<file path="config.mk">
export PLATFORM = sky130hd
export DESIGN_NAME = hsid_main_ctrl
export DESIGN_NICKNAME = d
export VERILOG_FILES = /design/src/rtl/hsid_pkg.sv /design/src/rtl/hsid_main_ctrl_min_tracker.sv /design/src/rtl/hsid_main_ctrl.sv
export SDC_FILE = /design/constraint.sdc
export NUM_CORES = 1
export LEC_CHECK = 0
export CAP_MARGIN = 20
export CORE_ASPECT_RATIO = 1.2
export CORE_MARGIN = 1.5
export CORE_UTILIZATION = 55
export CTS_CLUSTER_SIZE = 28
export DETAILED_ROUTE_END_ITERATION = 10
export PLACE_DENSITY = 0.91
export REMOVE_ABC_BUFFERS = 1
export SYNTH_ARGS = -nofsm -noshare
export SYNTH_HDL_FRONTEND = slang
export SYNTH_SLANG_ARGS = --single-unit
</file>
<file path="constraint.sdc">
create_clock -name clk -period 6.8 [get_ports clk]
set_input_delay 1.02 -clock clk [delete_from_list [all_inputs] [get_ports clk]]
set_output_delay 1.02 -clock clk [all_outputs]
set_load 0.05 [all_outputs]
</file>
<file path="src/rtl/hsid_pkg.sv">
// ============================================================================
// Module  : hsid_pkg
// Brief   : Shared widths, constants and main-controller state encoding for
//           the hyperspectral pixel identification datapath.
// Rev     : 1.0 - initial release
// ============================================================================
`default_nettype none

package hsid_pkg;

    localparam int HSID_WORD_WIDTH        = 32;
    localparam int HSID_HSP_BANDS_WIDTH   = 8;
    localparam int HSID_HSP_LIBRARY_WIDTH = 11;
    localparam int HSID_BANDS_PER_WORD    = 2;

    typedef enum logic [2:0] {
        HSID_IDLE         = 3'd0,
        HSID_READ_MEASURE = 3'd1,
        HSID_COMPUTE_MSE  = 3'd2,
        HSID_WAIT_MSE     = 3'd3,
        HSID_COMPARE_MSE  = 3'd4,
        HSID_DONE         = 3'd5
    } hsid_main_state_t;

endpackage

`default_nettype wire

</file>
<file path="src/rtl/hsid_main_ctrl_min_tracker.sv">
// ============================================================================
// Module  : hsid_main_ctrl_min_tracker
// Brief   : Running-minimum register with the library index it came from.
// Rev     : 1.0 - initial release
// ============================================================================
`default_nettype none

module hsid_main_ctrl_min_tracker
    import hsid_pkg::*;
#(
    parameter int WORD_WIDTH    = HSID_WORD_WIDTH,
    parameter int LIBRARY_WIDTH = HSID_HSP_LIBRARY_WIDTH
) (
    input  logic                     clk,
    input  logic                     rst,
    input  logic                     init_i,
    input  logic                     cmp_en_i,
    input  logic [WORD_WIDTH-1:0]    value_i,
    input  logic [LIBRARY_WIDTH-1:0] index_i,
    output logic [WORD_WIDTH-1:0]    min_value_o,
    output logic [LIBRARY_WIDTH-1:0] min_index_o
);

    logic [WORD_WIDTH-1:0]    min_d, min_q;
    logic [LIBRARY_WIDTH-1:0] idx_d, idx_q;

    // Strict less-than: on a tie the earlier library index is kept.
    always_comb begin
        min_d = min_q;
        idx_d = idx_q;
        if (init_i) begin
            min_d = '1;
            idx_d = '0;
        end else if (cmp_en_i && (value_i < min_q)) begin
            min_d = value_i;
            idx_d = index_i;
        end
    end

    always_ff @(posedge clk or posedge rst) begin
        if (rst) begin
            min_q <= '1;
            idx_q <= '0;
        end else begin
            min_q <= min_d;
            idx_q <= idx_d;
        end
    end

    assign min_value_o = min_q;
    assign min_index_o = idx_q;

endmodule

`default_nettype wire

</file>
<file path="src/rtl/hsid_main_ctrl.sv">
// ============================================================================
// Module  : hsid_main_ctrl
// Brief   : Top-level sequencer: loads the measured pixel, streams library
//           band packs to the MSE unit and keeps the best-matching index.
// Rev     : 1.0 - initial release
// ============================================================================
`default_nettype none

module hsid_main_ctrl
    import hsid_pkg::*;
#(
    parameter int WORD_WIDTH    = HSID_WORD_WIDTH,
    parameter int BANDS_WIDTH   = HSID_HSP_BANDS_WIDTH,
    parameter int LIBRARY_WIDTH = HSID_HSP_LIBRARY_WIDTH
) (
    input  logic                     clk,
    input  logic                     rst,
    input  logic                     start_i,
    input  logic                     clear_i,
    input  logic [LIBRARY_WIDTH-1:0] library_size_i,
    input  logic [BANDS_WIDTH-1:0]   hsp_bands_i,
    output logic                     measure_req_o,
    input  logic                     measure_done_i,
    input  logic                     lib_valid_i,
    output logic                     lib_ready_o,
    output logic                     mse_in_valid_o,
    output logic                     mse_in_last_o,
    input  logic                     mse_valid_i,
    input  logic [WORD_WIDTH-1:0]    mse_value_i,
    output logic                     busy_o,
    output logic                     done_o,
    output logic [2:0]               state_o,
    output logic [WORD_WIDTH-1:0]    min_mse_o,
    output logic [LIBRARY_WIDTH-1:0] min_index_o
);

    hsid_main_state_t         state_d, state_q;
    logic [LIBRARY_WIDTH-1:0] lib_size_d, lib_size_q;
    logic [BANDS_WIDTH-1:0]   hsp_bands_d, hsp_bands_q;
    logic [LIBRARY_WIDTH-1:0] lib_idx_d, lib_idx_q;
    logic [BANDS_WIDTH-1:0]   pack_cnt_d, pack_cnt_q;
    logic [WORD_WIDTH-1:0]    mse_value_d, mse_value_q;

    logic busy_q, done_q, measure_req_q, lib_ready_q;
    logic trk_init, trk_cmp;

    // Two bands share a word; an odd count rounds up, the datapath masks the pad.
    logic [BANDS_WIDTH:0]   packs_sum;
    logic [BANDS_WIDTH-1:0] packs;
    logic [BANDS_WIDTH-1:0] last_pack;
    logic                   is_last_pack;
    logic                   is_last_pixel;

    assign packs_sum     = {1'b0, hsp_bands_q} + (BANDS_WIDTH + 1)'(HSID_BANDS_PER_WORD - 1);
    assign packs         = packs_sum[BANDS_WIDTH:1];
    assign last_pack     = packs - BANDS_WIDTH'(1);
    assign is_last_pack  = (pack_cnt_q == last_pack);
    assign is_last_pixel = (lib_idx_q == (lib_size_q - LIBRARY_WIDTH'(1)));

    always_comb begin
        state_d     = state_q;
        lib_size_d  = lib_size_q;
        hsp_bands_d = hsp_bands_q;
        lib_idx_d   = lib_idx_q;
        pack_cnt_d  = pack_cnt_q;
        mse_value_d = mse_value_q;
        trk_init    = 1'b0;
        trk_cmp     = 1'b0;

        if (clear_i) begin
            state_d    = HSID_IDLE;
            lib_idx_d  = '0;
            pack_cnt_d = '0;
            trk_init   = 1'b1;
        end else begin
            case (state_q)
                HSID_IDLE, HSID_DONE: begin
                    if (start_i) begin
                        lib_size_d  = library_size_i;
                        hsp_bands_d = hsp_bands_i;
                        lib_idx_d   = '0;
                        pack_cnt_d  = '0;
                        trk_init    = 1'b1;
                        state_d     = ((library_size_i == '0) || (hsp_bands_i == '0))
                                      ? HSID_DONE : HSID_READ_MEASURE;
                    end
                end
                HSID_READ_MEASURE: begin
                    if (measure_done_i) state_d = HSID_COMPUTE_MSE;
                end
                HSID_COMPUTE_MSE: begin
                    if (lib_valid_i) begin
                        pack_cnt_d = pack_cnt_q + BANDS_WIDTH'(1);
                        if (is_last_pack) state_d = HSID_WAIT_MSE;
                    end
                end
                HSID_WAIT_MSE: begin
                    if (mse_valid_i) begin
                        mse_value_d = mse_value_i;
                        state_d     = HSID_COMPARE_MSE;
                    end
                end
                HSID_COMPARE_MSE: begin
                    trk_cmp = 1'b1;
                    if (is_last_pixel) begin
                        state_d = HSID_DONE;
                    end else begin
                        lib_idx_d  = lib_idx_q + LIBRARY_WIDTH'(1);
                        pack_cnt_d = '0;
                        state_d    = HSID_COMPUTE_MSE;
                    end
                end
                default: state_d = HSID_IDLE;
            endcase
        end
    end

    // Status/handshake outputs are registered off the next state.
    always_ff @(posedge clk or posedge rst) begin
        if (rst) begin
            state_q       <= HSID_IDLE;
            lib_size_q    <= '0;
            hsp_bands_q   <= '0;
            lib_idx_q     <= '0;
            pack_cnt_q    <= '0;
            mse_value_q   <= '0;
            busy_q        <= 1'b0;
            done_q        <= 1'b0;
            measure_req_q <= 1'b0;
            lib_ready_q   <= 1'b0;
        end else begin
            state_q       <= state_d;
            lib_size_q    <= lib_size_d;
            hsp_bands_q   <= hsp_bands_d;
            lib_idx_q     <= lib_idx_d;
            pack_cnt_q    <= pack_cnt_d;
            mse_value_q   <= mse_value_d;
            busy_q        <= (state_d != HSID_IDLE) && (state_d != HSID_DONE);
            done_q        <= (state_d == HSID_DONE);
            measure_req_q <= (state_d == HSID_READ_MEASURE);
            lib_ready_q   <= (state_d == HSID_COMPUTE_MSE);
        end
    end

    hsid_main_ctrl_min_tracker #(
        .WORD_WIDTH    (WORD_WIDTH),
        .LIBRARY_WIDTH (LIBRARY_WIDTH)
    ) u_min_tracker (
        .clk         (clk),
        .rst         (rst),
        .init_i      (trk_init),
        .cmp_en_i    (trk_cmp),
        .value_i     (mse_value_q),
        .index_i     (lib_idx_q),
        .min_value_o (min_mse_o),
        .min_index_o (min_index_o)
    );

    assign measure_req_o  = measure_req_q;
    assign lib_ready_o    = lib_ready_q;
    assign mse_in_valid_o = lib_valid_i && lib_ready_q;
    assign mse_in_last_o  = mse_in_valid_o && is_last_pack;
    assign busy_o         = busy_q;
    assign done_o         = done_q;
    assign state_o        = state_q;

endmodule

`default_nettype wire

</file>
# Word level (Yosys, flattened, before mapping)
# Cells that the tools add are included.
[classes] addsub=5 mul=0 n_div=0 order_cmp=1 eq_ne=14 shifts=0 n_mux=27 bitwise_logic=1 n_reduce_logical=17
[op_table] operator="two-way mux 32 bit" count=2
[op_table] operator="two-way mux 11 bit" count=5
[op_table] operator="< comparator 32 bit" count=1
[op_table] operator="two-way mux 8 bit" count=4
[op_table] operator="two-way mux 3 bit" count=8
[op_table] operator="case mux 8 bit (3 select lines)" count=1
[op_table] operator="case mux 11 bit (2 select lines)" count=1
[op_table] operator="case mux 3 bit (5 select lines)" count=1
[op_table] operator="inequality test 3 bit, second input constant" count=4
[op_table] operator="adder 11 x 1 -> 11 bit, second input constant" count=1
[op_table] operator="equality test 11 bit" count=1
[op_table] operator="logical NOT 11 bit" count=1
[op_table] operator="subtractor 11 x 1 -> 11 bit, second input constant" count=1
[op_table] operator="adder 8 x 1 -> 9 bit, second input constant" count=1
[op_table] operator="equality test 3 x 2 -> 1 bit, second input constant" count=3
[op_table] operator="equality test 3 bit, second input constant" count=3
[op_table] operator="AND reduction 3 bit" count=3
[op_table] operator="adder 8 x 1 -> 8 bit, second input constant" count=1
[op_table] operator="equality test 8 bit" count=1
[op_table] operator="logical NOT 8 bit" count=1
[op_table] operator="subtractor 8 x 1 -> 8 bit, second input constant" count=1
[op_table] operator="equality test 3 x 1 -> 1 bit, second input constant" count=2
[op_table] operator="nonzero test 3 bit" count=2
[op_table] operator="two-way mux 1 bit" count=5
[op_table] operator="other kinds (8)" count=11
[word_totals] register_bits=120 latch_bits=0 ramBits=0 mem_bits_ro=0 input_bits=58 out_inout_bits=52 wordCells=77 mem_count=0

# Logic depth before layout (Yosys ltp)
[logic_depth] ltp_word=9 mapped_depth=12 depth_no_buf=10

# Hierarchy
# Synthesis repeated with hierarchy kept, for this count alone.
[hier_totals] hier_cells=728 hier_area_um2=7235.7
[by_module_without_submodules] module="hsid_main_ctrl" n_inst=1 cells_each=431 area_each_um2=4369.2 seq_area_each_um2=1926.8
[by_module_without_submodules] module="hsid_main_ctrl_min_tracker" n_inst=1 cells_each=297 area_each_um2=2866.5 seq_area_each_um2=1116.1

# Worst setup path after synthesis
# No wires, ideal clock.
[synth_timing] path_kind="reg-to-output" startpoint="reg hsp_bands_q[0]" endpoint="out mse_in_last_o" arrival_ns=2.404 required_ns=5.780 slack_ns=3.376 path_stages_with_launch=9 n_path_buf=1 path_cell_list="dfrtp_1 > ha_1 > clkbuf_1 > and3_1 > or3_1 > o22a_1 > a311o_1 > o2111a_1 > and3_1"
[synth_via] elab_chain_len=4
[synth_lines] item="start: declaration" line="hsid_main_ctrl.sv:39" text="logic [BANDS_WIDTH-1:0] hsp_bands_d, hsp_bands_q;"
[synth_lines] item="start signal: assignment" line="hsid_main_ctrl.sv:134" text="hsp_bands_q <= hsp_bands_d;"
[synth_lines] item="adder 8 x 1 -> 9 bit" line="hsid_main_ctrl.sv:54" text="assign packs_sum = {1'b0, hsp_bands_q} + (BANDS_WIDTH + 1)'(HSID_BANDS_PER_WORD - 1);"
[synth_lines] item="subtractor 8 x 1 -> 8 bit" line="hsid_main_ctrl.sv:56" text="assign last_pack = packs - BANDS_WIDTH'(1);"
[synth_lines] item="equality test 8 bit" line="hsid_main_ctrl.sv:57" text="assign is_last_pack = (pack_cnt_q == last_pack);"
[synth_lines] item="logical AND 1 bit" line="hsid_main_ctrl.sv:162" text="assign mse_in_last_o = mse_in_valid_o && is_last_pack;"
[synth_lines] item="end: declaration" line="hsid_main_ctrl.sv:27" text="output logic mse_in_last_o,"
# No other way between the ends.

# Final worst setup path
# Same ends and word-level chain as after synthesis.

==> impl_results.md <==
* Avg Synthesized Cell Area at 9.44 µm²
* Final worst slack at 2330 ps
* Critical path cell sequence: ha_1 -> and3_1 -> or3_1 -> o22a_1 -> a311o_1 -> o2111a_1 -> and3_1 -> clkdlybuf4s50_1
* Cells on worst reg2reg path at 10
* Nets@finish at 930
* 1st-iter DRT viols at 339
* Starting Density at 57.0%
* Max-cap viol count at 0
* First-pass GRT wire length at 26,700 µm
* CTS tree: done
* Tcrit/Tclk final at 65.8%
* Initial antenna violation count at 0
* DRT Pass-1 Iters at 4
* Hold Path End: u_min_tracker.min_value_o[21]
* H-tree depth at 4
* Chip width at 106 µm
* DP HPWL at 10,700 µm
* Via count at 5,616
* Max VDD drop at 0.193 mV
* Clock Skews at 10.2 ps
* Yosys Warn Count at 0
* Pwr dens at 292 nW/µm²
* Fin. max-slew vios at 0
* Placed cell count at 978
* CP Max Fanout at 9
* N_diodes at 0
* Sink Count at 120
* DRC at 0
* Vias per std cell at 5.56
* Area growth from synthesis to layout at 25.3%
* Clk slew on worst S/H paths at 50 ps
* Total track usage at 24.9%
* Tmin final at 4470 ps
* Ys flop type: dfrtp_1
* CP startpoint kind: flip-flop
* Min-delay src: mse_value_q[21]
* Slew HR at 29.2%
* WP data required at 5780 ps
* Standard-cell rows at 44
* FF-to-FF End: u_min_tracker.min_value_o[15]
* Cell area after synthesis at 7000 µm²
* Setup Fix Bufs, Post-CTS at 0
* Netlist cell types at 68
* Fmax at 0.224 GHz
* Core Area at 12,300 µm²
* Status: finished clean
* Least-Margin Pin Slew at 1050 ps
* Vias in the first global route at 5,756
* Hold Vio Cnt, Final at 0
* Max clock buf depth at 2
* Total Power at 2560 µW
* PortBufs at 109
* Setup Viol. Count Final at 0
* # hold bufs at CTS at 0
* #FFs+latches synth at 120
* Total gr overflow at 0
* Final non-filler cell total at 1,010
* Post-synthesis sequential area ratio at 43.5%
* Dpl ws at 2490 ps
* Delay of the slowest critical-path stage at 690 ps
* Routability congestion estimate at 0.902
* Root Buffer: clkbuf_16
* WP data arrival at 3450 ps
* Min Hold Slack at 514 ps
* Most repeated library cell on the critical path: and3_1
* Routed len/inst at 15.4 µm
* CP Class: reg -> out
* Post_cts resized at 0
* # IOs at 110
* Worst r2r src: u_min_tracker.min_value_o[9]
* Static Leakage at 0.00399 µW
* Critical Path Slowest Stage Cell: clkdlybuf4s50_1
* Unrepaired setup endpoints after global routing: false
* Cells after Synth at 741
* Async SR Flop Fraction at 100%
* Endpoint type of the worst setup path: output port
* Worst skew pair latency at 420 ps
* R2r setup slk at 3210 ps
* Die Area at 13,400 µm²
* DIE HEIGHT at 127 µm
* Pin count of the biggest net entering global routing at 66
* Hold Path Class: reg -> reg
* Routed WL at 15,500 µm
* Cts bufs inserted at 17
* Setup_tns at 0 ps
* Layout cells sized above 1 at 12.6%
* Antenna viol nets, final at 0
* Number of enable flip-flop cells after synthesis at 0
* Hold-critical path depth at 2
report_power, final:
part | switching, µW | total, µW | leakage [µW] | internal (µW)
clock | 308 | 875 | 0.000291 | 567
combinational | 397 | 717 | 0.00230 | 320
sequential | 124 | 969 | 0.00139 | 845
per-layer routing:
layer | share of wire, % | vias to the layer above | global-route usage (%) | wire, µm
met5 | 0 | - | 0 | 0
met4 | 1.9 | 0 | 11.1 | 299
met3 | 4.6 | 33 | 5.50 | 708
met2 | 50 | 157 | 41.8 | 7810
met1 | 43 | 2676 | 30.8 | 6720
li1 | - | 2750 | - | -
critical path, delay by kind of cell, from the launching register on:
family,cells,cell delay [ps]
buf+inv,1,690
simple gates,3,750
fa+ha+maj,1,320
flops,1,460
compound gates,3,820
how the worst max path moves through the flow:
stage | from | endpoint | slack (ps) | depth (start not counted)
after floorplan | u_min_tracker.min_value_o[9] | u_min_tracker.min_index_o[0] | -180 | 9
after detailed placement | clear_i | u_min_tracker.min_value_o[15] | 2490 | 7
after global placement | clear_i | u_min_tracker.min_value_o[15] | 2550 | 7
final | hsp_bands_q[0] | mse_in_last_o | 2330 | 8
after CTS | hsp_bands_q[0] | mse_in_last_o | 2320 | 8
after global routing | hsp_bands_q[1] | mse_in_last_o | 2140 | 8
final cells by class:
cell class / count / area [µm²]
clock buffer: 25 / 526
clock inverter: 7 / 65.1
fill: 872 / 3510
inverter: 86 / 325
multi-input combinational: 495 / 3470
sequential: 120 / 3040
tap: 161 / 201
timing repair buffer: 116 / 1140
sequential cells by signal, indices dropped and copies added, names as in the netlist, 3 cells and up:
register / cells
lib_size_q: 11
u_min_tracker.min_index_o: 11
mse_value_q: 32
pack_cnt_q: 8
u_min_tracker.min_value_o: 32
lib_idx_q: 11
hsp_bands_q: 8
state_o: 3
kinds of logic (layout without fill, tap and decap cells):
kind of cell / after synthesis / in the layout / synth area share, %
adders and majority gates: 36 / 36 / 6.44
DFF: 120 / 120 / 43.5
and+or+nand+nor: 218 / 218 / 15.3
xor gates and xnor gates: 29 / 29 / 3.63
buffers and inverters: 126 / 234 / 7.29
muxes: 62 / 62 / 9.15
AOI/OAI and AO/OA: 150 / 150 / 14.7
through the flow:
step | area [µm²] | util, %
after global routing | 8770 | 71.4
after floorplan | 6810 | -
after global placement | 8180 | 66.6
final | 8770 | 71.4
after CTS | 8770 | 71.4
after detailed placement | 8180 | 66.6
cell usage after synthesis, drive strengths merged, types with 8 or more instances:
cell type	n	area, µm²
dfrtp	88	2200
inv	86	323
nand2	63	236
o21ai	56	284
nor2	52	195
mux2i	46	460
ha	36	450
dfstp	32	841
clkbuf	29	109
a21oi	22	110
xnor2	20	175
a21o	18	135
mux2	16	180
nand3	16	80.1
nor3	16	85.1
a31oi	15	93.8
buf	11	78.8
nand4	11	68.8
o31ai	10	75.1
and3	9	56.3
or3	9	56.3
xor2	9	78.8
nand2b	8	50.1
placed cells by master (no fill, tap or decap), types with 7 or more instances in the layout:
cell	Yosys	layout
a21o_1	18	18
a21oi_1	22	22
a31oi_1	15	15
and3_1	9	9
buf_4	1	7
clkbuf_16	0	17
clkbuf_8	0	7
clkdlybuf4s50_1	0	109
dfrtp_1	88	88
dfstp_2	32	32
ha_1	36	36
inv_1	85	84
mux2_2	16	16
mux2i_1	46	46
nand2_1	63	63
nand2b_1	8	8
nand3_1	16	16
nand4_1	11	11
nor2_1	52	52
nor3_1	15	14
o21ai_0	48	48
o21ai_1	7	7
o31ai_1	10	10
or3_1	9	9
xnor2_1	20	20
xor2_1	9	9
Power figures use the tool's default switching activity.
